<file path="config.mk">
export PLATFORM = sky130hd
export DESIGN_NAME = bank_sched_flat
export DESIGN_NICKNAME = d
export VERILOG_FILES = /design/src/rtl/bank_sched_if.sv /design/src/rtl/bank_sched.sv /design/src/flat_wrapper.sv
export SDC_FILE = /design/constraint.sdc
export NUM_CORES = 1
export LEC_CHECK = 0
export CAP_MARGIN = 0
export CORE_UTILIZATION = 65
export CTS_CLUSTER_DIAMETER = 40
export CTS_CLUSTER_SIZE = 20
export DETAILED_ROUTE_END_ITERATION = 12
export DONT_BUFFER_PORTS = 1
export PLACE_DENSITY = 0.81
export SYNTH_ARGS = -nofsm -noshare
export SYNTH_HDL_FRONTEND = slang
export SYNTH_SLANG_ARGS = --single-unit
</file>
<file path="constraint.sdc">
create_clock -name clk -period 4.3 [get_ports clk]
set_clock_uncertainty 0.2 [all_clocks]
set_input_delay 1.075 -clock clk [delete_from_list [all_inputs] [get_ports clk]]
set_output_delay 1.075 -clock clk [all_outputs]
set_load 0.01 [all_outputs]
</file>
<file path="src/rtl/bank_sched_if.sv">
// Producer write port and SPI block handoff of the bootstrap bank scheduler.
// The scheduler takes the slave side; the UART producer / SPI programmer take the master side.
interface bank_sched_if #(
   parameter int ADDR_BITS = 8
);
   logic                 wr_valid;
   logic                 wr_ready;
   logic                 wr_en;
   logic                 wr_bank;
   logic [ADDR_BITS-1:0] wr_addr;
   logic                 flush;
   logic                 blk_valid;
   logic                 blk_ready;
   logic                 blk_done;
   logic                 rd_bank;
   logic [ADDR_BITS:0]   blk_len;
   logic [23:0]          blk_addr;
   logic                 blk_last;
   logic                 fin;
   logic                 ovf;

   modport slave (
      input  wr_valid, flush, blk_ready, blk_done,
      output wr_ready, wr_en, wr_bank, wr_addr, blk_valid, rd_bank,
             blk_len, blk_addr, blk_last, fin, ovf
   );

   modport master (
      output wr_valid, flush, blk_ready, blk_done,
      input  wr_ready, wr_en, wr_bank, wr_addr, blk_valid, rd_bank,
             blk_len, blk_addr, blk_last, fin, ovf
   );
endinterface

</file>
<file path="src/rtl/bank_sched.sv">
// Ping-pong scheduler for the two bootstrap RAM banks: the UART producer fills one bank
// while the SPI page programmer drains the other, with flush-driven end-of-stream.
module bank_sched #(
   parameter int          BLOCK_SIZE = 256,
   parameter logic [23:0] BASE_ADDR  = 24'h000000
) (
   input  logic        clk,
   input  logic        rst,
   bank_sched_if.slave bus
);
   localparam int                   ADDR_BITS = $clog2(BLOCK_SIZE);
   localparam logic [ADDR_BITS-1:0] LAST_IDX  = ADDR_BITS'(BLOCK_SIZE - 1);
   localparam logic [23:0]          ADDR_STEP = 24'(BLOCK_SIZE);

   typedef enum logic [1:0] {EMPTY, FILL, FULL, BUSY} bank_state_t;

   bank_state_t          st_q   [2];
   bank_state_t          st_d   [2];
   logic [ADDR_BITS:0]   len_q  [2];
   logic [ADDR_BITS:0]   len_d  [2];
   logic                 last_q [2];
   logic                 last_d [2];
   logic [ADDR_BITS-1:0] count_q, count_d;
   logic                 wr_bank_q, wr_bank_d;
   logic                 rd_bank_q, rd_bank_d;
   logic [23:0]          blk_addr_q, blk_addr_d;
   logic                 flushed_q, flushed_d;
   logic                 fin_q, fin_d;
   logic                 ovf_q, ovf_d;

   logic                 other_bank;
   logic                 wr_ready;
   logic                 wr_en;
   logic                 flush_now;
   logic                 close;
   logic                 done_now;
   logic                 tail_pending;

   // Register every piece of bank bookkeeping; reset abandons any in-flight block.
   always_ff @(posedge clk or posedge rst) begin
      if (rst) begin
         st_q[0]    <= FILL;
         st_q[1]    <= EMPTY;
         len_q[0]   <= '0;
         len_q[1]   <= '0;
         last_q[0]  <= 1'b0;
         last_q[1]  <= 1'b0;
         count_q    <= '0;
         wr_bank_q  <= 1'b0;
         rd_bank_q  <= 1'b0;
         blk_addr_q <= BASE_ADDR;
         flushed_q  <= 1'b0;
         fin_q      <= 1'b0;
         ovf_q      <= 1'b0;
      end else begin
         st_q       <= st_d;
         len_q      <= len_d;
         last_q     <= last_d;
         count_q    <= count_d;
         wr_bank_q  <= wr_bank_d;
         rd_bank_q  <= rd_bank_d;
         blk_addr_q <= blk_addr_d;
         flushed_q  <= flushed_d;
         fin_q      <= fin_d;
         ovf_q      <= ovf_d;
      end
   end

   // Fill-side close, flush handling, drain-side accept/done; these never touch the same bank field.
   always_comb begin
      st_d       = st_q;
      len_d      = len_q;
      last_d     = last_q;
      count_d    = count_q;
      wr_bank_d  = wr_bank_q;
      rd_bank_d  = rd_bank_q;
      blk_addr_d = blk_addr_q;
      flushed_d  = flushed_q;
      fin_d      = fin_q;
      ovf_d      = ovf_q;

      other_bank = ~wr_bank_q;
      wr_ready   = (st_q[wr_bank_q] == FILL) && !flushed_q;
      wr_en      = bus.wr_valid && wr_ready;
      flush_now  = bus.flush && !flushed_q;
      close      = (wr_en && (count_q == LAST_IDX)) ||
                   (flush_now && ((count_q != '0) || wr_en));
      done_now   = bus.blk_done && (st_q[rd_bank_q] == BUSY);
      // The most recently closed bank is the one not being filled; it counts only if still undone.
      tail_pending = (st_q[other_bank] == FULL) ||
                     ((st_q[other_bank] == BUSY) && !(done_now && (rd_bank_q == other_bank)));

      if (wr_en) begin
         count_d = count_q + ADDR_BITS'(1);
      end

      if (close) begin
         st_d[wr_bank_q]   = FULL;
         len_d[wr_bank_q]  = wr_en ? ({1'b0, count_q} + (ADDR_BITS+1)'(1)) : {1'b0, count_q};
         last_d[wr_bank_q] = flush_now;
         count_d           = '0;
         wr_bank_d         = other_bank;
         if ((st_q[other_bank] == EMPTY) && !flush_now) begin
            st_d[other_bank] = FILL;
         end
      end else if ((st_q[wr_bank_q] == EMPTY) && !flushed_q && !flush_now) begin
         st_d[wr_bank_q] = FILL;
      end

      if (flush_now) begin
         flushed_d = 1'b1;
         if (!close) begin
            if (tail_pending) begin
               last_d[other_bank] = 1'b1;
            end else begin
               fin_d = 1'b1;
            end
         end
      end

      if ((st_q[rd_bank_q] == FULL) && bus.blk_ready) begin
         st_d[rd_bank_q] = BUSY;
      end

      if (done_now) begin
         st_d[rd_bank_q]   = EMPTY;
         last_d[rd_bank_q] = 1'b0;
         blk_addr_d        = blk_addr_q + ADDR_STEP;
         rd_bank_d         = ~rd_bank_q;
         if (last_q[rd_bank_q]) begin
            fin_d = 1'b1;
         end
      end

      if (bus.wr_valid && !wr_ready && !flushed_q) begin
         ovf_d = 1'b1;
      end
   end

   assign bus.wr_ready  = wr_ready;
   assign bus.wr_en     = wr_en;
   assign bus.wr_bank   = wr_bank_q;
   assign bus.wr_addr   = count_q;
   assign bus.blk_valid = (st_q[rd_bank_q] == FULL);
   assign bus.rd_bank   = rd_bank_q;
   assign bus.blk_len   = len_q[rd_bank_q];
   assign bus.blk_addr  = blk_addr_q;
   assign bus.blk_last  = last_q[rd_bank_q];
   assign bus.fin       = fin_q;
   assign bus.ovf       = ovf_q;
endmodule

</file>
<file path="src/flat_wrapper.sv">
// flat-port wrapper written by rule: the top's interface ports become plain ports
module bank_sched_flat 
#(
   parameter int          BLOCK_SIZE = 256,
   parameter logic [23:0] BASE_ADDR  = 24'h000000
)
  (clk, rst, bus_wr_valid, bus_flush, bus_blk_ready, bus_blk_done, bus_wr_ready, bus_wr_en, bus_wr_bank, bus_wr_addr, bus_blk_valid, bus_rd_bank, bus_blk_len, bus_blk_addr, bus_blk_last, bus_fin, bus_ovf);
  bank_sched_if #(.ADDR_BITS(8)) bus_i ();
  input  logic clk;
  input  logic rst;
  input wire logic [$bits(bus_i.wr_valid)-1:0] bus_wr_valid;
  input wire logic [$bits(bus_i.flush)-1:0] bus_flush;
  input wire logic [$bits(bus_i.blk_ready)-1:0] bus_blk_ready;
  input wire logic [$bits(bus_i.blk_done)-1:0] bus_blk_done;
  output wire logic [$bits(bus_i.wr_ready)-1:0] bus_wr_ready;
  output wire logic [$bits(bus_i.wr_en)-1:0] bus_wr_en;
  output wire logic [$bits(bus_i.wr_bank)-1:0] bus_wr_bank;
  output wire logic [$bits(bus_i.wr_addr)-1:0] bus_wr_addr;
  output wire logic [$bits(bus_i.blk_valid)-1:0] bus_blk_valid;
  output wire logic [$bits(bus_i.rd_bank)-1:0] bus_rd_bank;
  output wire logic [$bits(bus_i.blk_len)-1:0] bus_blk_len;
  output wire logic [$bits(bus_i.blk_addr)-1:0] bus_blk_addr;
  output wire logic [$bits(bus_i.blk_last)-1:0] bus_blk_last;
  output wire logic [$bits(bus_i.fin)-1:0] bus_fin;
  output wire logic [$bits(bus_i.ovf)-1:0] bus_ovf;
  assign bus_i.wr_valid = bus_wr_valid;
  assign bus_i.flush = bus_flush;
  assign bus_i.blk_ready = bus_blk_ready;
  assign bus_i.blk_done = bus_blk_done;
  assign bus_wr_ready = bus_i.wr_ready;
  assign bus_wr_en = bus_i.wr_en;
  assign bus_wr_bank = bus_i.wr_bank;
  assign bus_wr_addr = bus_i.wr_addr;
  assign bus_blk_valid = bus_i.blk_valid;
  assign bus_rd_bank = bus_i.rd_bank;
  assign bus_blk_len = bus_i.blk_len;
  assign bus_blk_addr = bus_i.blk_addr;
  assign bus_blk_last = bus_i.blk_last;
  assign bus_fin = bus_i.fin;
  assign bus_ovf = bus_i.ovf;
  bank_sched #(.BLOCK_SIZE(BLOCK_SIZE), .BASE_ADDR(BASE_ADDR)) u_core (.clk(clk), .rst(rst), .bus(bus_i));
endmodule
</file>
==> metrics.md <==
| Metric | Value |
|---|---|
| Status | completed |
| Synth top area share | about half |
| Worst VDD drop | 0.255 mV |
| Ys flop type | dfrtp_1 |
| Placed instance count | 286 |
| Initial antenna violation count | 0 |
| Vias in the first global route | around 1,700 |
| Cts repair resizes | 0 |
| Slew HR | 30.6% |
| Die area | 4380 sq um |
| Post-Syn Instances | 246 |
| Root buffer cell | clkbuf_8 |
| DRC viols | 0 |
| Power Density | 449 nW/um^2 |
| TNS Setup | 0 ns |
| Leak | 0.00129 uW |
| Final WS setup | 1.25 ns |
| Distinct cell type count after synthesis | 44 |
| Non-Filler Instances | 293 |
| Clk slew on worst S/H paths | 0.08 ns |
| Crit. End Element | output pin |
| Synth Register Bits | 53 |
| Average size of a mapped cell | 10.9 sq um |
| Async S/R FF share, synth | 100% |
| # H-tree levels | 2 |
| Initial core utilization | 70.5% |
| Hold crit path type | reg2reg |
| Antenna fix cells | 0 |
| Total number of yosys warnings | 0 |
| GRT overflow | 0 |
| Clock Latency Late Sink | 0.31 ns |
| Post-Route WL | 5060 um |
| Fillers | 270 |
| Most frequent cells after synthesis | 52 x dfrtp_1, 17 x nand2_1, 14 x inv_1 |
| Area delta synth->final | 3.22% |
| Mapped Area | between 2000 and 3000 sq um |
| Max Fclk | around 0.33 GHz |
| # rows | 22 |
| CP max FO | 14 |
| Inserted Clock Buffers | 5 |
| Place WS | 1.38 ns |
| Most common cell in the netlist | dfrtp_1 |
| Die Ht | 66.2 um |
| Die width | 66.2 um |
| Final setup vio count | 0 |
| Global-route wire length before repair | 8360 um |
| Nets | 254 |
| Post-synthesis sequential area ratio | 49.6% |
| Layout cells sized above 1 | 14.3% |
| Via count | approximately 1,800 |
| DRT antenna net count | 0 |
| GR Util All Layers | 25.7% |
| CTS tree | built |
| Post-route minimum period | 3.05 ns |
| Top-Level Pins | 55 |
| First-pass DRT Iterations | 4 |
| RSZ-0062 raised after global routing | false |
| Final Hold Fails | 0 |
| Synth area leaders | dfrtp_1 49%, mux2_2 5.5%, xnor2_1 3.9% |
| Setup Fix Bufs, Post-CTS | 0 |
| Clk sink count | 53 |
| Leading area contributor after synthesis | dfrtp_1 |
| Worst-Margin Slew | roughly 1.0 ns |
| Initial DRC count | between 90 and 100 |
| Final worst-path cycle share | between 70 and 80% |
| Dpl hpwl | 3540 um |
| Slew Limit Fails | 0 |
| EDFF count, synth | 0 |
| Hold buffer count at cts | 0 |
| Port bufs | 0 |
| Number of max-cap violations | 0 |
| Startpoint Class | flip-flop |
| Largest net degree at the start of global routing | 54 |
| Power consumption | 1240 uW |
| Routability cong. | 0.969 |
| WP data arrival | about 1.8 ns |
| Core Region | 3800 sq um |
| Vias per cell | slightly above 6 |
| CTS max path bufs | 2 |
| Worst path required time | between 3 and 4 ns |
| Routed WL per cell | ~17 um |
| Crit Path Category | reg2out |
path summary, 6_finish.rpt:
check | start | to | slack, ns | cells past startpoint
max | u_core.bus.wr_bank | bus_wr_en | 1.25 | 2
min | u_core.len_q[17] | u_core.len_q[17] | 0.30 | 1
max reg2reg | u_core.bus.wr_bank | u_core.len_q[3] | 1.46 | 5
min reg2reg | u_core.len_q[17] | u_core.len_q[17] | 0.30 | 1
max in group asynchronous | rst | u_core.bus.wr_bank | 2.56 | 1
min in group asynchronous | rst | u_core.bus.blk_addr[22] | 0.69 | 1
sequential cells by signal, indices dropped and copies added (netlist names):
signal and flops:
u_core.bus.blk_addr 16, u_core.bus.fin 1, u_core.bus.ovf 1, u_core.bus.rd_bank 1, u_core.bus.wr_addr 8, u_core.bus.wr_bank 1, u_core.flushed_q 1, u_core.last_q 2
u_core.len_q 18, u_core.st_q 4
final cells by class:
class                   instances  area [sq um]  share of cell area, %
multi-input cells             170          1230                   44.5
clock buffers                   6          82.6                   2.99
inverters                      15          56.3                   2.04
well taps                      48          60.1                   2.17
flip-flops and latches         53          1330                   48.0
clock inverters                 1          7.51                  0.271
layout by cell type, fill, tap and decap left out, types with 2 or more instances in the layout:
| cell | netlist | final |
|---|---|---|
| nand2b_1 | 2 | 2 |
| mux2_2 | 13 | 13 |
| mux2_4 | 5 | 5 |
| a22o_1 | 2 | 2 |
| mux2i_1 | 6 | 6 |
| xor2_1 | 10 | 10 |
| o31ai_1 | 3 | 3 |
| or4_1 | 2 | 2 |
| o21ai_0 | 8 | 8 |
| a31oi_1 | 2 | 2 |
| clkbuf_8 | 0 | 6 |
| dfrtp_1 | 52 | 52 |
| nand3_1 | 9 | 9 |
| nor2b_1 | 4 | 4 |
| nand2_1 | 17 | 17 |
| o21a_1 | 2 | 2 |
| xnor2_1 | 12 | 12 |
| conb_1 | 1 | 8 |
| a21oi_1 | 7 | 7 |
| nor3_1 | 6 | 6 |
| nor2_1 | 11 | 11 |
| a21oi_4 | 3 | 3 |
| ha_1 | 3 | 3 |
| nand4_1 | 10 | 10 |
| inv_1 | 14 | 13 |
| nand3b_1 | 2 | 2 |
| a22oi_1 | 2 | 2 |
| and3_1 | 9 | 9 |
worst max-delay path, stage by stage (launching register included):
cell and delay (ns):
dfrtp_1 0.56, or3b_4 0.49, a21oi_4 0.42
layer usage:
layer	GRT usage [%]	wire length [um]	vias up
li1	-	-	847
met1	35.9	2290	864
met2	39.2	2400	62
met3	6.72	309	5
met4	8.24	57	0
met5	0	0	-
through the flow:
stage / cell area (sq um) / utilization (%) / hold WS (ns)
after detailed placement: 2680 / 70.4 / 0.286
after CTS: 2770 / 72.8 / 0.306
final: 2770 / 72.8 / 0.299
after floorplan: 2710 / - / 0.260
after global routing: 2770 / 72.8 / 0.316
after global placement: 2680 / 70.4 / 0.283
logic make-up after synthesis:
logic type	after synthesis	synth area share (%)
multiplexers	24	10.5
AND/OR/NAND/NOR	77	15.8
flip-flops	53	49.6
buffers and inverters	30	5.46
other	1	0.140
AO/OA/AOI/OAI	36	9.95
adder cells (fa/ha/maj)	3	1.40
XOR/XNOR	22	7.19
power by group:
group / switching (uW) / total, uW / internal (uW)
logic: 131 / 244 / 112
registers: 143 / 714 / 570
clock network: 157 / 284 / 128
Note: power is estimated with default switching activity, not from simulation.
